## src/rtl/cache_mem_arbiter_if.sv

```systemverilog
// cache_mem_arbiter_if
// Bundles the instruction-cache, data-cache and memory-bridge signals of the
// cache/memory arbiter.
//   slave  : arbiter view (cache requests and memory responses in,
//            cache responses and memory request out)
//   master : environment view (caches plus memory bridge), the mirror of slave
// Signal names follow the existing *_cache_req / *_cache_dok / mem_* bus.
interface cache_mem_arbiter_if;
    // Instruction cache side
    logic        inst_cache_req;
    logic [31:0] inst_cache_addr;
    logic [31:0] inst_cache_rdata;
    logic        inst_cache_dok;
    // Data cache side
    logic        data_cache_req;
    logic [31:0] data_cache_addr;
    logic [3:0]  data_cache_wen;
    logic [31:0] data_cache_wdata;
    logic [31:0] data_cache_rdata;
    logic        data_cache_dok;
    // Memory bridge side
    logic        mem_req;
    logic        mem_wr;
    logic [3:0]  mem_wstrb;
    logic [31:0] mem_addr;
    logic [31:0] mem_wdata;
    logic        mem_addr_ok;
    logic        mem_data_ok;
    logic [31:0] mem_rdata;

    modport slave (
        input  inst_cache_req, inst_cache_addr,
        input  data_cache_req, data_cache_addr, data_cache_wen, data_cache_wdata,
        input  mem_addr_ok, mem_data_ok, mem_rdata,
        output inst_cache_rdata, inst_cache_dok,
        output data_cache_rdata, data_cache_dok,
        output mem_req, mem_wr, mem_wstrb, mem_addr, mem_wdata
    );

    modport master (
        output inst_cache_req, inst_cache_addr,
        output data_cache_req, data_cache_addr, data_cache_wen, data_cache_wdata,
        output mem_addr_ok, mem_data_ok, mem_rdata,
        input  inst_cache_rdata, inst_cache_dok,
        input  data_cache_rdata, data_cache_dok,
        input  mem_req, mem_wr, mem_wstrb, mem_addr, mem_wdata
    );
endinterface

```

## src/rtl/cache_mem_arbiter.sv

```systemverilog
// cache_mem_arbiter
// Shares one SRAM-style memory port between the instruction and data caches.
// One transaction at a time: IDLE picks an owner and latches its fields,
// ADDR holds mem_req until mem_addr_ok, DATA waits for mem_data_ok and
// captures read data, DONE pulses the owner's dok for one cycle.
// Ports:
//   clk     : clock
//   resetn  : synchronous active-low reset
//   bus_io  : cache_mem_arbiter_if.slave (both cache ports + memory bridge)
// Parameters:
//   STARVE_LIMIT : consecutive data grants tolerated while an instruction
//                  request waits (1..15), used only with fairness enabled.
// Optional feature: define ARB_FAIRNESS_EN to build the starvation counter;
// otherwise data strictly wins over instruction.
// All outputs are registered.
module cache_mem_arbiter #(
    parameter int unsigned STARVE_LIMIT = 4
) (
    input logic                  clk,
    input logic                  resetn,
    cache_mem_arbiter_if.slave   bus_io
);

    if (STARVE_LIMIT < 1 || STARVE_LIMIT > 15) begin : g_bad_limit
        $error("STARVE_LIMIT must be in 1..15");
    end

    typedef enum logic [1:0] {StIdle, StAddr, StData, StDone} state_e;

    state_e      state_q, state_d;
    logic        owner_inst_q, owner_inst_d;   // 1: instruction port owns the bus
    logic        mem_req_q, mem_req_d;
    logic        mem_wr_q, mem_wr_d;
    logic [3:0]  mem_wstrb_q, mem_wstrb_d;
    logic [31:0] mem_addr_q, mem_addr_d;
    logic [31:0] mem_wdata_q, mem_wdata_d;
    logic [31:0] inst_rdata_q, inst_rdata_d;
    logic [31:0] data_rdata_q, data_rdata_d;
    logic        inst_dok_q, inst_dok_d;
    logic        data_dok_q, data_dok_d;
    logic        grant_inst;
`ifdef ARB_FAIRNESS_EN
    logic [3:0]  starve_q, starve_d;
`endif

    always_comb begin
        state_d      = state_q;
        owner_inst_d = owner_inst_q;
        mem_req_d    = mem_req_q;
        mem_wr_d     = mem_wr_q;
        mem_wstrb_d  = mem_wstrb_q;
        mem_addr_d   = mem_addr_q;
        mem_wdata_d  = mem_wdata_q;
        inst_rdata_d = inst_rdata_q;
        data_rdata_d = data_rdata_q;
        inst_dok_d   = 1'b0;
        data_dok_d   = 1'b0;
        grant_inst   = 1'b0;
`ifdef ARB_FAIRNESS_EN
        starve_d     = starve_q;
`endif
        unique case (state_q)
            StIdle: begin
                if (bus_io.inst_cache_req || bus_io.data_cache_req) begin
`ifdef ARB_FAIRNESS_EN
                    // Instruction wins once data has been granted STARVE_LIMIT
                    // times in a row over a waiting instruction request.
                    grant_inst = !bus_io.data_cache_req ||
                                 (bus_io.inst_cache_req && (starve_q == 4'(STARVE_LIMIT)));
                    if (grant_inst) begin
                        starve_d = '0;
                    end else if (bus_io.inst_cache_req) begin
                        starve_d = starve_q + 4'd1;
                    end
`else
                    grant_inst = !bus_io.data_cache_req;
`endif
                    owner_inst_d = grant_inst;
                    if (grant_inst) begin
                        mem_addr_d  = bus_io.inst_cache_addr;
                        mem_wstrb_d = 4'b0000;
                        mem_wdata_d = 32'h0;
                        mem_wr_d    = 1'b0;
                    end else begin
                        mem_addr_d  = bus_io.data_cache_addr;
                        mem_wstrb_d = bus_io.data_cache_wen;
                        mem_wdata_d = bus_io.data_cache_wdata;
                        mem_wr_d    = |bus_io.data_cache_wen;
                    end
                    mem_req_d = 1'b1;
                    state_d   = StAddr;
                end
            end
            StAddr: begin
                if (bus_io.mem_addr_ok) begin
                    mem_req_d = 1'b0;
                    state_d   = StData;
                end
            end
            StData: begin
                if (bus_io.mem_data_ok) begin
                    if (owner_inst_q) begin
                        inst_rdata_d = bus_io.mem_rdata;
                        inst_dok_d   = 1'b1;
                    end else begin
                        // Writes complete without touching the read data register.
                        if (!mem_wr_q) begin
                            data_rdata_d = bus_io.mem_rdata;
                        end
                        data_dok_d = 1'b1;
                    end
                    state_d = StDone;
                end
            end
            StDone: begin
                state_d = StIdle;
            end
            default: begin
                state_d = StIdle;
            end
        endcase
    end

    always_ff @(posedge clk) begin
        if (!resetn) begin
            state_q      <= StIdle;
            owner_inst_q <= 1'b0;
            mem_req_q    <= 1'b0;
            mem_wr_q     <= 1'b0;
            mem_wstrb_q  <= 4'b0000;
            mem_addr_q   <= 32'h0;
            mem_wdata_q  <= 32'h0;
            inst_rdata_q <= 32'h0;
            data_rdata_q <= 32'h0;
            inst_dok_q   <= 1'b0;
            data_dok_q   <= 1'b0;
`ifdef ARB_FAIRNESS_EN
            starve_q     <= 4'd0;
`endif
        end else begin
            state_q      <= state_d;
            owner_inst_q <= owner_inst_d;
            mem_req_q    <= mem_req_d;
            mem_wr_q     <= mem_wr_d;
            mem_wstrb_q  <= mem_wstrb_d;
            mem_addr_q   <= mem_addr_d;
            mem_wdata_q  <= mem_wdata_d;
            inst_rdata_q <= inst_rdata_d;
            data_rdata_q <= data_rdata_d;
            inst_dok_q   <= inst_dok_d;
            data_dok_q   <= data_dok_d;
`ifdef ARB_FAIRNESS_EN
            starve_q     <= starve_d;
`endif
        end
    end

    assign bus_io.mem_req          = mem_req_q;
    assign bus_io.mem_wr           = mem_wr_q;
    assign bus_io.mem_wstrb        = mem_wstrb_q;
    assign bus_io.mem_addr         = mem_addr_q;
    assign bus_io.mem_wdata        = mem_wdata_q;
    assign bus_io.inst_cache_rdata = inst_rdata_q;
    assign bus_io.inst_cache_dok   = inst_dok_q;
    assign bus_io.data_cache_rdata = data_rdata_q;
    assign bus_io.data_cache_dok   = data_dok_q;

endmodule

```

## src/flat_wrapper.sv

```systemverilog
// flat-port wrapper written by rule: the top's interface ports become plain ports
module cache_mem_arbiter_flat 
#(
    parameter int unsigned STARVE_LIMIT = 4
)
  (clk, resetn, bus_io_inst_cache_req, bus_io_inst_cache_addr, bus_io_data_cache_req, bus_io_data_cache_addr, bus_io_data_cache_wen, bus_io_data_cache_wdata, bus_io_mem_addr_ok, bus_io_mem_data_ok, bus_io_mem_rdata, bus_io_inst_cache_rdata, bus_io_inst_cache_dok, bus_io_data_cache_rdata, bus_io_data_cache_dok, bus_io_mem_req, bus_io_mem_wr, bus_io_mem_wstrb, bus_io_mem_addr, bus_io_mem_wdata);
  cache_mem_arbiter_if bus_io_i ();
  input logic clk;
  input logic resetn;
  input wire logic [$bits(bus_io_i.inst_cache_req)-1:0] bus_io_inst_cache_req;
  input wire logic [$bits(bus_io_i.inst_cache_addr)-1:0] bus_io_inst_cache_addr;
  input wire logic [$bits(bus_io_i.data_cache_req)-1:0] bus_io_data_cache_req;
  input wire logic [$bits(bus_io_i.data_cache_addr)-1:0] bus_io_data_cache_addr;
  input wire logic [$bits(bus_io_i.data_cache_wen)-1:0] bus_io_data_cache_wen;
  input wire logic [$bits(bus_io_i.data_cache_wdata)-1:0] bus_io_data_cache_wdata;
  input wire logic [$bits(bus_io_i.mem_addr_ok)-1:0] bus_io_mem_addr_ok;
  input wire logic [$bits(bus_io_i.mem_data_ok)-1:0] bus_io_mem_data_ok;
  input wire logic [$bits(bus_io_i.mem_rdata)-1:0] bus_io_mem_rdata;
  output wire logic [$bits(bus_io_i.inst_cache_rdata)-1:0] bus_io_inst_cache_rdata;
  output wire logic [$bits(bus_io_i.inst_cache_dok)-1:0] bus_io_inst_cache_dok;
  output wire logic [$bits(bus_io_i.data_cache_rdata)-1:0] bus_io_data_cache_rdata;
  output wire logic [$bits(bus_io_i.data_cache_dok)-1:0] bus_io_data_cache_dok;
  output wire logic [$bits(bus_io_i.mem_req)-1:0] bus_io_mem_req;
  output wire logic [$bits(bus_io_i.mem_wr)-1:0] bus_io_mem_wr;
  output wire logic [$bits(bus_io_i.mem_wstrb)-1:0] bus_io_mem_wstrb;
  output wire logic [$bits(bus_io_i.mem_addr)-1:0] bus_io_mem_addr;
  output wire logic [$bits(bus_io_i.mem_wdata)-1:0] bus_io_mem_wdata;
  assign bus_io_i.inst_cache_req = bus_io_inst_cache_req;
  assign bus_io_i.inst_cache_addr = bus_io_inst_cache_addr;
  assign bus_io_i.data_cache_req = bus_io_data_cache_req;
  assign bus_io_i.data_cache_addr = bus_io_data_cache_addr;
  assign bus_io_i.data_cache_wen = bus_io_data_cache_wen;
  assign bus_io_i.data_cache_wdata = bus_io_data_cache_wdata;
  assign bus_io_i.mem_addr_ok = bus_io_mem_addr_ok;
  assign bus_io_i.mem_data_ok = bus_io_mem_data_ok;
  assign bus_io_i.mem_rdata = bus_io_mem_rdata;
  assign bus_io_inst_cache_rdata = bus_io_i.inst_cache_rdata;
  assign bus_io_inst_cache_dok = bus_io_i.inst_cache_dok;
  assign bus_io_data_cache_rdata = bus_io_i.data_cache_rdata;
  assign bus_io_data_cache_dok = bus_io_i.data_cache_dok;
  assign bus_io_mem_req = bus_io_i.mem_req;
  assign bus_io_mem_wr = bus_io_i.mem_wr;
  assign bus_io_mem_wstrb = bus_io_i.mem_wstrb;
  assign bus_io_mem_addr = bus_io_i.mem_addr;
  assign bus_io_mem_wdata = bus_io_i.mem_wdata;
  cache_mem_arbiter #(.STARVE_LIMIT(STARVE_LIMIT)) u_core (.clk(clk), .resetn(resetn), .bus_io(bus_io_i));
endmodule
```

## config.mk

```make
export PLATFORM = sky130hd
export DESIGN_NAME = cache_mem_arbiter_flat
export DESIGN_NICKNAME = d
export VERILOG_FILES = /design/src/rtl/cache_mem_arbiter_if.sv /design/src/rtl/cache_mem_arbiter.sv /design/src/flat_wrapper.sv
export SDC_FILE = /design/constraint.sdc
export NUM_CORES = 1
export LEC_CHECK = 0
export CORE_ASPECT_RATIO = 0.75
export CORE_MARGIN = 1.5
export CORE_UTILIZATION = 42
export DETAILED_ROUTE_END_ITERATION = 6
export PLACE_DENSITY = 0.86
export SETUP_SLACK_MARGIN = 0.2
export SLEW_MARGIN = 20
export SYNTH_ARGS = -nofsm -noshare
export SYNTH_HDL_FRONTEND = slang
export SYNTH_SLANG_ARGS = --single-unit
```

## constraint.sdc

```tcl
create_clock -name clk -period 2.7 [get_ports clk]
set_input_delay 0.405 -clock clk [delete_from_list [all_inputs] [get_ports clk]]
set_output_delay 0.405 -clock clk [all_outputs]
set_load 0.01 [all_outputs]
```

## Word-level counts from Yosys, hierarchy flattened

Index checks and enable logic that the tools add are counted.

- Logic and storage cells: 43
- Bits in read-only memories: 0
- Memories: 0
- Bits of input ports: 138
- Memory bits (writable): 0
- Bits in latches: 0
- Bits in registers: 139
- Output and inout bits: 136

- Shift-type cells: 0
- Bitwise logic cells: 2
- Mux-type cells: 13
- Order comparisons: 0
- Reduce and logical (&&, ||, !) cells: 11
- Add/sub/neg operators: 0
- Equal/unequal tests: 6
- $mul: 0
- Divide/modulo/power cells: 0

Operators with widths:

| kind | count |
|---|---|
| 32-bit 2-to-1 mux | 2 |
| 3-bit AND reduction | 4 |
| 2-bit case mux with 4 select lines | 1 |
| 2-bit 2-to-1 mux | 3 |
| 1-bit 2-to-1 mux | 5 |
| 2-bit equality test, second input constant | 2 |
| 4-bit 2-to-1 mux | 1 |
| 2-bit != test, second input constant | 2 |
| 4-bit AND reduction | 1 |
| 4-bit OR reduction | 1 |
| 2-bit by 1-bit equality test with 1-bit output, second input constant | 1 |
| 2-bit zero test | 1 |
| 2-bit by 1-bit != test with 1-bit output, second input constant | 1 |
| 1-bit NOT | 2 |
| 1-bit case mux with 2 select lines | 1 |
| 2-bit AND reduction | 1 |
| 2-bit nonzero test | 1 |
| 1-bit zero test | 1 |
| 1-bit logical OR | 1 |

## Logic depth before layout (Yosys ltp)

- Depth in word-level cells: 3
- Gate-level depth with buffers: 8
- Gate-level depth less buffers: 5

## Least setup slack after synthesis

Ideal clock, no wire load.

- Path kind: register -> register
- From: register u_core.state_q[0]
- To: register u_core.mem_addr_q[10] (netlist: u_core.bus_io.mem_addr[10])
- Data required time: 2584 ps
- Cell stages (with the launch flop): 8
- Clock period less this slack: 1404 ps
- Setup slack: 1296 ps
- Buffers on the path: 3
- Data arrival time: 1287 ps
- Library setup time: 116 ps
- Cell sequence: dfxtp_1 > inv_1 > ha_1 > buf_2 > o21a_1 > buf_6 > buf_6 > o211a_1

- Longest elaborated chain between the ends: 2

RTL lines:

| element | RTL line | source |
|---|---|---|
| start: declaration | cache_mem_arbiter.sv:30 | `state_e state_q, state_d;` |
| start signal: assignment | cache_mem_arbiter.sv:126 | `state_q <= StIdle;` |
| start signal: assignment | cache_mem_arbiter.sv:141 | `state_q <= state_d;` |
| 2-bit zero test | cache_mem_arbiter.sv:62 | `unique case (state_q)` |
| 2-bit AND reduction (no source line) | - |  |
| end signal: assignment | cache_mem_arbiter.sv:146 | `mem_addr_q <= mem_addr_d;` |
| end: declaration | cache_mem_arbiter.sv:35 | `logic [31:0] mem_addr_q, mem_addr_d;` |

Every way passes these cells.
A chain may end at the register's enable or synchronous reset.

## Worst setup path after layout

- From: register u_core.state_q[0]
- To: register u_core.data_rdata_q[7] (netlist: u_core.bus_io.data_cache_rdata[7])

- Longest elaborated chain between the ends: 2

RTL lines:

| element | RTL line | source |
|---|---|---|
| 2-bit equality test | cache_mem_arbiter.sv:62 |  |
| 4-bit AND reduction (no source line) | - |  |
| end signal: assignment | cache_mem_arbiter.sv:149 | `data_rdata_q <= data_rdata_d;` |
| end: declaration | cache_mem_arbiter.sv:38 | `logic [31:0] data_rdata_q, data_rdata_d;` |

Every way passes these cells.

==> results.ini <==
[floorplan]
coreArea_um2 = 13000
die_x_um = 136
die_area_um2 = 14000
io_pins = 274
rows = 36
start_util = 0.430
die_y_um = 103

[cts]
cts_tree = done
cts_hold_buf = 0
numCtsBuffers = 17
cts_num_sinks = 139
cts_resized = 0
cts_root_buf = clkbuf_16
clock_latency_ns = 0.40
htreeDepth = 4
clk_path_buf_depth = 2
cts_setup_buffers = 0
clkSlewWorstSetupHoldPaths_ns = 0.06

[setup_path]
rrSetupSlack_ns = 0.65
timing.rr.start = u_core.state_q[0]
critPathKind = reg -> reg
path_delay_family = simple AND/OR/NAND/NOR gates
slowest_stage = nand4bb_2
reg2reg_to = u_core.bus_io.data_cache_rdata[7]
cp-end-kind = register
worstSetupPathDepth = 6
crit_buf_inv = 2
critPathLaunchType = register
worstPathCellList = inv_1, ha_1, nand4bb_2, buf_12, nand3_1, o21ai_0
cp_data_required_time_ns = 2.98
cpPeakStageDelay_ns = 0.63
critPathMaxFanout = 34
crit_arrival_ns = 2.33
reg2regPathDepth = 6

[timing]
worst_pin_slew_ns = 0.755
slew_violations = 0
rsz0062_at_grt = no
fmax_mhz = 488
clock-skew-final_ns = 0.00796
worst_slew_margin_rel = 0.497
finalHoldViolCount = 0
setup_ws_ns = 0.649
fin_crit_ns = 2.05
setup_viol = 0
setup_tns_ns = 0
fin_crit_sh = 0.759

[global_route]
grt_use_met2 = 0.368
grt_pass1_vias = 4760
top_usage_layer = met2
grt_max_degree = 109
overflow = 0
use_met3 = 0.0826
grt_antenna_before_repair = 0
grt_use_total = 0.216
grt_use_met1 = 0.256
grt_pass1_wl_um = 23800

[detailed_routing]
num_vias = 5215
via_per_inst = 4.95
firstDrtPassIters = 4
drt_iter0_markers = 213
ant_nets = 0
route.detailed.drc = 0
wire_per_inst_um = 14.8
drt-total-wl_um = 15600

[outcome]
status = completed

[finish]
syn_to_final_growth_pct = 60.0
stdcell_count = 1054
drive_gt1_frac = 0.0532
nets = 1011
antenna_cells = 0

[placement]
placed_cells = 1022
port_buffers = 273
place_congestion = 0.765
hpwlAfterDp_um = 11100
place_ws_ns = 0.372

[yosys]
synth_common_cells = 168 x nand2_1, 139 x dfxtp_1, 69 x nand3_1
synth-edff-count = 0
synth_top_area_cell = dfxtp_1
synth_nets = 763
synthArstFlopShare = 0
ys_seq_elements = 139
yosys_warnings = 0
netlist.area_leader.share = 0.497
synth.most_common_cell = nand2_1
syn-cell-area_um2 = 5600
synthDistinctLibCells = 27
synthFlopType = dfxtp_1
synth_area_leaders = dfxtp_1 50%, nand2_1 11%, a21boi_0 6.4%
yosysSeqAreaShare = 0.497
syn_area_per_cell_um2 = 9.01
synthCells = 622

[min_path]
min_from = u_core.bus_io.mem_wdata[15]
hold_depth = 2
hp-class = reg -> reg
whs_endpoint = u_core.bus_io.mem_wdata[15]

[run]
max_cap_viol_count = 0

[pwr]
intPower_mw = 4.94
clkPwrFrac = 0.333
ir_drop_mv = 0.429
power_frac_seq = 0.361
p_sw_mw = 2.13
p_per_area_nw_per_um2 = 789
p_sw_frac = 0.301
power.leakage_nw = 3.61
comb_power_share = 0.306

-- metal layers --
layer	share of wire	vias to the layer above
met2	0.49	178
met4	0.0087	0
met3	0.077	8
met5	0	-
li1	-	2618
met1	0.43	2411
-- worst reg2reg max path, cell delays in order (launching register included) --
cell and delay, ns:
dfxtp_1 0.33, inv_1 0.08, ha_1 0.27, nand4bb_2 0.63
buf_12 0.42, nand3_1 0.11, o21ai_0 0.09
-- logic make-up after synthesis --
| logic type | after synthesis | share of synthesized area |
|---|---|---|
| multiplexers | 33 | 0.0590 |
| adder cells (fa/ha/maj) | 3 | 0.00670 |
| AND/OR/NAND/NOR | 246 | 0.185 |
| flip-flops | 139 | 0.497 |
| buffers and inverters | 60 | 0.0612 |
| AO/OA/AOI/OAI | 141 | 0.191 |
-- cell usage in the layout (no fill, tap or decap), types with 9 or more instances in the layout --
master / netlist / final
clkdlybuf4s50_1: 0 / 271
nand2_1: 168 / 168
dfxtp_1: 139 / 139
nand3_1: 69 / 69
a21boi_0: 48 / 48
o21ai_0: 33 / 33
mux2i_1: 33 / 33
o211a_1: 33 / 33
a21boi_1: 20 / 20
clkbuf_16: 0 / 17
buf_4: 8 / 9
-- layout make-up --
cell class | count | area [um2]
Sequential cell | 139 | 2780
Tap cell | 171 | 214
Inverter | 4 | 15.0
Fill cell | 1017 | 4060
Multi-Input combinational cell | 423 | 2480
Clock inverter | 13 | 168
Clock buffer | 19 | 433
Timing Repair Buffer | 285 | 2870
-- power by group through the flow --
stage | Sequential, mW | Clock [mW] | Combinational, mW
6_report | 2.55 | 2.35 | 2.16
3_5_place_dp | 2.59 | 0 | 2.18
5_1_grt | 2.59 | 2.50 | 2.36
4_1_cts | 2.55 | 2.40 | 2.18
2_1_floorplan | 2.72 | 0 | 1.07
3_3_place_gp | 2.58 | 0 | 2.14
-- stage by stage --
stage / hold WS (ns) / util / cell area [um2] / power [mW]
after global placement: 0.438 / 0.642 / 8360 / 4.71
after CTS: 0.450 / 0.688 / 8960 / 7.14
final: 0.448 / 0.688 / 8960 / 7.07
after detailed placement: 0.441 / 0.642 / 8360 / 4.77
after floorplan: 0.451 / - / 5600 / 3.79
after global routing: 0.464 / 0.688 / 8960 / 7.44
-- state kept, by name (all words and copies together) (netlist names) --
| name | count |
|---|---|
| u_core.bus_io.mem_req | 1 |
| u_core.bus_io.mem_wstrb | 4 |
| u_core.bus_io.data_cache_dok | 1 |
| u_core.bus_io.inst_cache_dok | 1 |
| u_core.state_q | 2 |
| u_core.bus_io.mem_wdata | 32 |
| u_core.bus_io.mem_wr | 1 |
| u_core.owner_inst_q | 1 |
| u_core.bus_io.data_cache_rdata | 32 |
| u_core.bus_io.mem_addr | 32 |
| u_core.bus_io.inst_cache_rdata | 32 |
-- worst max-delay path by stage --
stage / endpoint / from / slack [ns]
final: u_core.bus_io.data_cache_rdata[7] / u_core.state_q[0] / 0.65
after global routing: u_core.bus_io.data_cache_rdata[17] / u_core.state_q[0] / 0.42
after CTS: u_core.bus_io.data_cache_rdata[7] / u_core.state_q[0] / 0.64
after detailed placement: u_core.bus_io.data_cache_rdata[5] / bus_io_mem_data_ok / 0.37
after global placement: u_core.bus_io.data_cache_rdata[18] / bus_io_mem_data_ok / 0.45
after floorplan: u_core.bus_io.mem_addr[10] / u_core.state_q[0] / 1.30
Power figures use the tool's default switching activity.
